**src/rtl/asip_hazard_unit.sv**
```systemverilog
// asip_hazard_unit
//   Hazard detection and forwarding control for the 5-stage ASIP pipeline
//   (F, D, E, M, W). It keeps a shadow copy of the destination-register state
//   of the E, M and W stages. From that state it finds RAW and load-use
//   hazards for the instruction in D.
//
// Build option:
//   ASIP_FWD_EN  defined   -> E/M forwarding is enabled; only load-use stalls.
//                undefined -> no forwarding; any E/M/W producer match stalls D.
//
// Ports:
//   clk, rst                  clock, asynchronous active-low reset
//   dec_valid                 a real instruction occupies D
//   dec_ra1/2, dec_use1/2     D source addresses and their read enables
//   dec_wa, dec_regwrite      D destination and write enable
//   dec_is_load               D instruction is a load (result ready in W)
//   branch_taken_e            branch in E resolved taken
//   stall_d                   hold PC and F/D, bubble into E
//   flush_fd, flush_e         clear F/D, bubble into D/E
//   fwd_a_e, fwd_b_e          registered E operand selects (00 RF, 01 M ALU, 10 W result)
//   stall_cnt, flush_cnt      saturating event counters
module asip_hazard_unit #(
    parameter int REG_AW = 4,
    parameter int CNT_W  = 16
) (
    input  logic              clk,
    input  logic              rst,
    input  logic              dec_valid,
    input  logic [REG_AW-1:0] dec_ra1,
    input  logic [REG_AW-1:0] dec_ra2,
    input  logic              dec_use1,
    input  logic              dec_use2,
    input  logic [REG_AW-1:0] dec_wa,
    input  logic              dec_regwrite,
    input  logic              dec_is_load,
    input  logic              branch_taken_e,
    output logic              stall_d,
    output logic              flush_fd,
    output logic              flush_e,
    output logic [1:0]        fwd_a_e,
    output logic [1:0]        fwd_b_e,
    output logic [CNT_W-1:0]  stall_cnt,
    output logic [CNT_W-1:0]  flush_cnt
);

    typedef struct packed {
        logic              valid;
        logic [REG_AW-1:0] wa;
        logic              regwrite;
        logic              is_load;
    } shadow_t;

    shadow_t sh_e, sh_m, sh_w;
    shadow_t d_entry;
    logic    advance;
    logic    stall_raw;

    // Producer/consumer match for one source operand against one stage entry.
    function automatic logic hit(input shadow_t s, input logic used,
                                 input logic [REG_AW-1:0] ra);
        return s.valid && s.regwrite && used && (ra == s.wa);
    endfunction

    logic m1_e, m2_e, m1_m, m2_m, m1_w, m2_w;

    assign m1_e = hit(sh_e, dec_use1, dec_ra1);
    assign m2_e = hit(sh_e, dec_use2, dec_ra2);
    assign m1_m = hit(sh_m, dec_use1, dec_ra1);
    assign m2_m = hit(sh_m, dec_use2, dec_ra2);
    assign m1_w = hit(sh_w, dec_use1, dec_ra1);
    assign m2_w = hit(sh_w, dec_use2, dec_ra2);

    assign d_entry = {1'b1, dec_wa, dec_regwrite, dec_is_load};

`ifdef ASIP_FWD_EN
    // A load in E cannot be forwarded yet. It costs one bubble, and after that
    // the load is in M and the W result is forwarded to E.
    assign stall_raw = sh_e.is_load && (m1_e || m2_e);
`else
    // The register file is written at the end of W. A consumer waits until
    // no E, M or W entry still holds its source.
    assign stall_raw = m1_e || m2_e || m1_m || m2_m || m1_w || m2_w;
`endif

    // The reset gating keeps the combinational controls at zero while the
    // unit is in reset, even when the branch input toggles.
    // A taken branch overrides a pending stall.
    assign stall_d  = rst && dec_valid && stall_raw && !branch_taken_e;
    assign flush_fd = rst && branch_taken_e;
    assign flush_e  = stall_d || flush_fd;
    assign advance  = dec_valid && !stall_d && !branch_taken_e;

    always_ff @(posedge clk or negedge rst) begin
        if (!rst) begin
            sh_e <= '0;
            sh_m <= '0;
            sh_w <= '0;
        end else begin
            sh_w <= sh_m;
            sh_m <= sh_e;
            sh_e <= advance ? d_entry : '0;
        end
    end

`ifdef ASIP_FWD_EN
    logic [1:0] sel_a, sel_b;

    // The youngest producer has priority: a match in E takes precedence over
    // a match in M.
    always_comb begin
        sel_a = 2'b00;
        sel_b = 2'b00;
        if (m1_e && !sh_e.is_load) sel_a = 2'b01;
        else if (m1_m)             sel_a = 2'b10;
        if (m2_e && !sh_e.is_load) sel_b = 2'b01;
        else if (m2_m)             sel_b = 2'b10;
    end

    always_ff @(posedge clk or negedge rst) begin
        if (!rst) begin
            fwd_a_e <= 2'b00;
            fwd_b_e <= 2'b00;
        end else if (advance) begin
            fwd_a_e <= sel_a;
            fwd_b_e <= sel_b;
        end else begin
            fwd_a_e <= 2'b00;
            fwd_b_e <= 2'b00;
        end
    end
`else
    assign fwd_a_e = 2'b00;
    assign fwd_b_e = 2'b00;
`endif

    // Some shadow fields are consumed only in one build (the W entry, and the
    // load flags past E). They are collected here so that every field stays
    // observable and none of them is dangling.
    logic unused_shadow;
    assign unused_shadow = ^{sh_w, sh_m.is_load, sh_e.is_load};

    always_ff @(posedge clk or negedge rst) begin
        if (!rst) begin
            stall_cnt <= '0;
            flush_cnt <= '0;
        end else begin
            if (stall_d && (stall_cnt != {CNT_W{1'b1}}))
                stall_cnt <= stall_cnt + 1'b1;
            if (branch_taken_e && (flush_cnt != {CNT_W{1'b1}}))
                flush_cnt <= flush_cnt + 1'b1;
        end
    end

endmodule

```
**config.mk**
```make
export PLATFORM = sky130hd
export DESIGN_NAME = asip_hazard_unit
export DESIGN_NICKNAME = d
export VERILOG_FILES = /design/src/rtl/asip_hazard_unit.sv
export SDC_FILE = /design/constraint.sdc
export NUM_CORES = 1
export LEC_CHECK = 0
export CAP_MARGIN = 15
export CORE_UTILIZATION = 62
export DETAILED_ROUTE_END_ITERATION = 10
export DONT_BUFFER_PORTS = 1
export GPL_ROUTABILITY_DRIVEN = 0
export GPL_TIMING_DRIVEN = 0
export PLACE_DENSITY = 0.78
export SLEW_MARGIN = 10
export SYNTH_ARGS = -nofsm -noshare
export SYNTH_HDL_FRONTEND = slang
export SYNTH_SLANG_ARGS = --single-unit
```
**constraint.sdc**
```tcl
create_clock -name clk -period 2.93 [get_ports clk]
set_input_delay 0.293 -clock clk [delete_from_list [all_inputs] [get_ports clk]]
set_output_delay 0.293 -clock clk [all_outputs]
set_load 0.01 [all_outputs]
```
======== After elaboration in Yosys (flattened, before gate mapping) ========
Cells that the tools add are included.
storage, ports and cells
  flip-flop bits (word level) ............. 50
  input port bits ......................... 20
  output and inout port bits .............. 39
  logic and storage cells ................. 53
operators by class
  add/subtract/negate cells ............... 2
  equal/unequal tests ..................... 8
  multiplexer cells ....................... 1
  reduce and logical (&&, ||, !) cells .... 31
operators with widths
  operator                                        count
  adder 16 x 1 -> 16 bit (second input constant)  2
  != test 16 bit (second input constant)          2
  equality test 4 bit                             6
  logical AND 1 bit                               23
  2-to-1 mux 7 bit                                1
  logical OR 1 bit                                6
  logical NOT 1 bit                               2

======== Depth between registers and ports, before layout ========
  word-level depth ........................ 14
  mapped depth ............................ 8
  depth with buffers taken out ............ 8

======== Worst setup path before layout ========
No wires, ideal clock.
  kind .................................... flip-flop to output port
  from .................................... register sh_e[5] (netlist bit)
  to ...................................... output port flush_e
  arrival time ............................ 1825 ps
  required time ........................... 2637 ps
  slack ................................... 812 ps
  stages on the path, launching flop included .. 8
  buffers on the path ..................... 1
  path through ............................ dfrtp_1 -> xor2_1 -> or4_1 -> o41ai_2 -> nor3_4 -> buf_6 -> nor2_1 -> or2_1
on the way
  cells in the longest elaborated chain, start to end .. 10
  elaborated cells on any way between the ends .. 12
  classes of those cells .................. 2 x eq/ne; 10 x reduce/logical
RTL lines
  what                                RTL line  text
  from (decl)                         53        shadow_t sh_e, sh_m, sh_w;
  from (signal assigned)              101       sh_e <= advance ? d_entry : '0;
  equality test 4 bit                 61        return s.valid && s.regwrite && used && (ra == s.wa);
  logical AND 1 bit                   61
  logical OR 1 bit (*) (5 in a row)   82        assign stall_raw = m1_e || m2_e || m1_m || m2_m || m1_w || m2_w;
  logical AND 1 bit (*) (2 in a row)  88        assign stall_d = rst && dec_valid && stall_raw && !branch_taken_e;
  via stall_d                         37        output logic stall_d,
  logical OR 1 bit (*)                90        assign flush_e = stall_d || flush_fd;
  to (decl)                           39        output logic flush_e,
Mark *: on every way through the listed nets, which the timed path passes. The rest lies on a longest branch.

======== Worst setup path in the final report ========
Ends and elaborated chain as after synthesis.

==> run_results.csv <==
group,metric,value,unit
status,status,"complete, no violations",
routing,detail_route.iter0.violations,130,
grt,grt_usage,27.2,%
routing,drc,0,
routing,viasPerCell,6.12,
placement,placed_area,2540,µm²
synth,async_reset_ff_share,100,%
grt,antenna_found_initial,0,
placement,dp_cells,264,
clock_network,clock-sinks,50,
setup_path,cp_max_fo,10,
clock_network,cts_root_buf,"clkbuf_8",
cells_and_area,syn2layout_area_growth,8.27,%
floorplan,core.rowCount,22,
sta,slew_viol_final,0,
setup_path,arrival,2.42,ns
sta,fin_setup_tns,0,ns
setup_path,max_stage_delay,0.55,ns
synth,synth_area_per_cell,11.6,µm²
floorplan,ios,59,
sta,min_period_over_period,92.5,%
sta,clock.fmax,369,MHz
cells_and_area,fin_area,2670,µm²
placement,portBuffers,0,
routing,num_vias,1676,
cells_and_area,num-nets-final,247,
floorplan,die_w,65.1,µm
floorplan,dieHeight,65.1,µm
floorplan,dieArea,4230,µm²
floorplan,start_util,65.8,%
cells_and_area,antenna_cells,0,
synth,synthCells,213,
clock_network,cts_tree,"done",
cells_and_area,stdcell_count,274,
synth,synth_area,2460,µm²
cells_and_area,final_common_cell,"dfrtp_1",
synth,synth_edf_count,0,
routing,wire_per_inst,18.8,µm
power_and_ir_drop,worst_ir_drop_vdd,0.000386,V
sta,min_period,2.71,ns
sta,worst_pin_slew,0.690,ns
run,cap_violations,0,
clock_network,cts_made_buffers,5,
setup_path,cp_slowest_cell,"or4_1",
sta,rsz0062_at_grt,"false",
grt,overflow,0,
power_and_ir_drop,power.density,539,nW/µm²
routing,routed_wl,5140,µm
power_and_ir_drop,total_power,1.44,mW
setup_path,end_kind,"output port",
setup_path,critPathLaunchType,"flip-flop",
routing,postRouteAntennaNets,0,
synth,synth_ff_type,"dfrtp_1",
grt,grt_pass1_vias,1790,
floorplan,core-area,3740,µm²
power_and_ir_drop,p_leak,1.22,nW
placement,place.detailed.hpwl,3720,µm
sta,maxSlewHeadroom,53.8,%
routing,first_pass_iters,4,
sta,finalHoldViolCount,0,
clock_network,clk_latency,0.31,ns
cells_and_area,drive_gt1_share,13.3,%
cells_and_area,final_cell_mix,"dfrtp_1 (50), xor2_1 (29), xnor2_1 (22)",
synth,yosys_warnings,0,
clock_network,postCtsSetupRepairBufs,0,
grt,grt_max_degree,51,
sta,fin_skew,0.00518,ns
setup_path,critical_path.cell_chain,"xor2_1 -> or4_1 -> o41ai_2 -> nor3_4 -> buf_6 -> nor2_1 -> or2_1",
clock_network,cts_max_level,2,
setup_path,cp_data_required_time,2.64,ns
clock_network,clk_pin_slew,0.09,ns
synth,synth_seq_cells,50,
setup_path,critical_path_class,"reg2out",
clock_network,clockBufferDepth,2,
sta,setup_viol,0,
hold_path,hold_class,"in2reg",
grt,grt_first_pass_wirelength,8390,µm
synth,synth.distinct_cells,35,
synth,synth_seq_area_share,50.8,%
logic make-up after synthesis:
kind of cell | share of synthesized area [%]
compound gates | 2.18
fa+ha+maj | 1.02
xor+xnor | 18.1
simple gates | 23.7
other cells | 0.152
mux | 2.28
flops | 50.8
buf+inv | 1.83
flip-flops by register name, indices dropped and copies added (netlist names):
register	count
sh_e	6
sh_w	6
flush_cnt	16
sh_m	6
stall_cnt	16
where the power goes:
group | internal (mW) | switching (mW) | total [mW]
logic | 0.0815 | 0.0889 | 0.170
registers | 0.746 | 0.101 | 0.848
clock network | 0.190 | 0.229 | 0.419
total | 1.02 | 0.420 | 1.44
metal layers:
| layer | track usage (%) | vias to the layer above | wire [µm] | share of wire [%] |
|---|---|---|---|---|
| li1 | - | 771 | - | - |
| met1 | 32.0 | 836 | 2080 | 40 |
| met2 | 44.9 | 59 | 2630 | 51 |
| met3 | 9.51 | 10 | 336 | 6.5 |
| met4 | 11.4 | 0 | 100 | 1.9 |
| met5 | 0 | - | 0 | 0 |
area by class of cell:
cell class	count	area (µm²)
repair buffers	2	37.5
clock inverters	2	12.5
inverters	1	3.75
flip-flops and latches	50	1250
clock buffers	6	82.6
well taps	48	60.1
fillers	290	1070
plain buffers	5	41.3
multi-input cells	160	1180
stage by stage:
step                hold WS [ns]  utilization (%)  setup WS, ns
floorplan               -0.00259                -         0.812
global placement        -0.00136             67.7         0.699
detailed placement      -0.00120             67.7         0.596
CTS                        0.106             71.3         0.230
global route               0.105             71.3         0.126
finish                     0.109             71.3         0.219
worst max-delay path: cells and delay by family (launching register included):
family / cells / cell delay, ns
compound gates: 1 / 0.11
xor+xnor: 1 / 0.19
buf+inv: 1 / 0.18
flops: 1 / 0.43
simple gates: 4 / 1.21
cells in the mapped netlist, types with 2 or more instances:
cell,instances,share of area [%]
mux2_2,2,0.91
ha_1,2,1.0
or4_1,3,0.91
dfrtp_1,50,51
nor4_1,4,1.0
and3_1,5,1.3
nand4_1,12,3.0
nand3_1,18,3.7
and3b_1,2,0.71
o21ai_2,2,0.71
nor2_1,7,1.1
buf_4,4,1.2
and2_1,7,1.8
nand2_1,13,2.0
nor3_1,6,1.2
nor3_2,2,0.81
xor2_1,29,10
nor4_2,3,1.5
mux2_1,3,1.4
nor4b_2,3,1.8
xnor2_1,22,7.8
final timing paths:
check	from	endpoint	slack (ns)	cells past startpoint
max in group asynchronous	rst	stall_cnt[5]	2.22	2
min in group asynchronous	rst	stall_cnt[14]	0.50	2
setup reg to reg	sh_e[5]	stall_cnt[14]	0.69	6
hold reg to reg	sh_m[6]	sh_w[6]	0.41	0
hold / removal	dec_wa[1]	sh_e[3]	0.11	1
setup / recovery	sh_e[5]	flush_e	0.22	7
what timing repair did:
| action | in CTS | in global routing |
|---|---|---|
| endpoints found under the hold margin | 50 | 0 |
| hold buffers | 2 | 0 |
| setup endpoints to repair | 0 | 0 |
| gates resized for setup | 0 | 0 |
(Power assumes the default switching activity.)
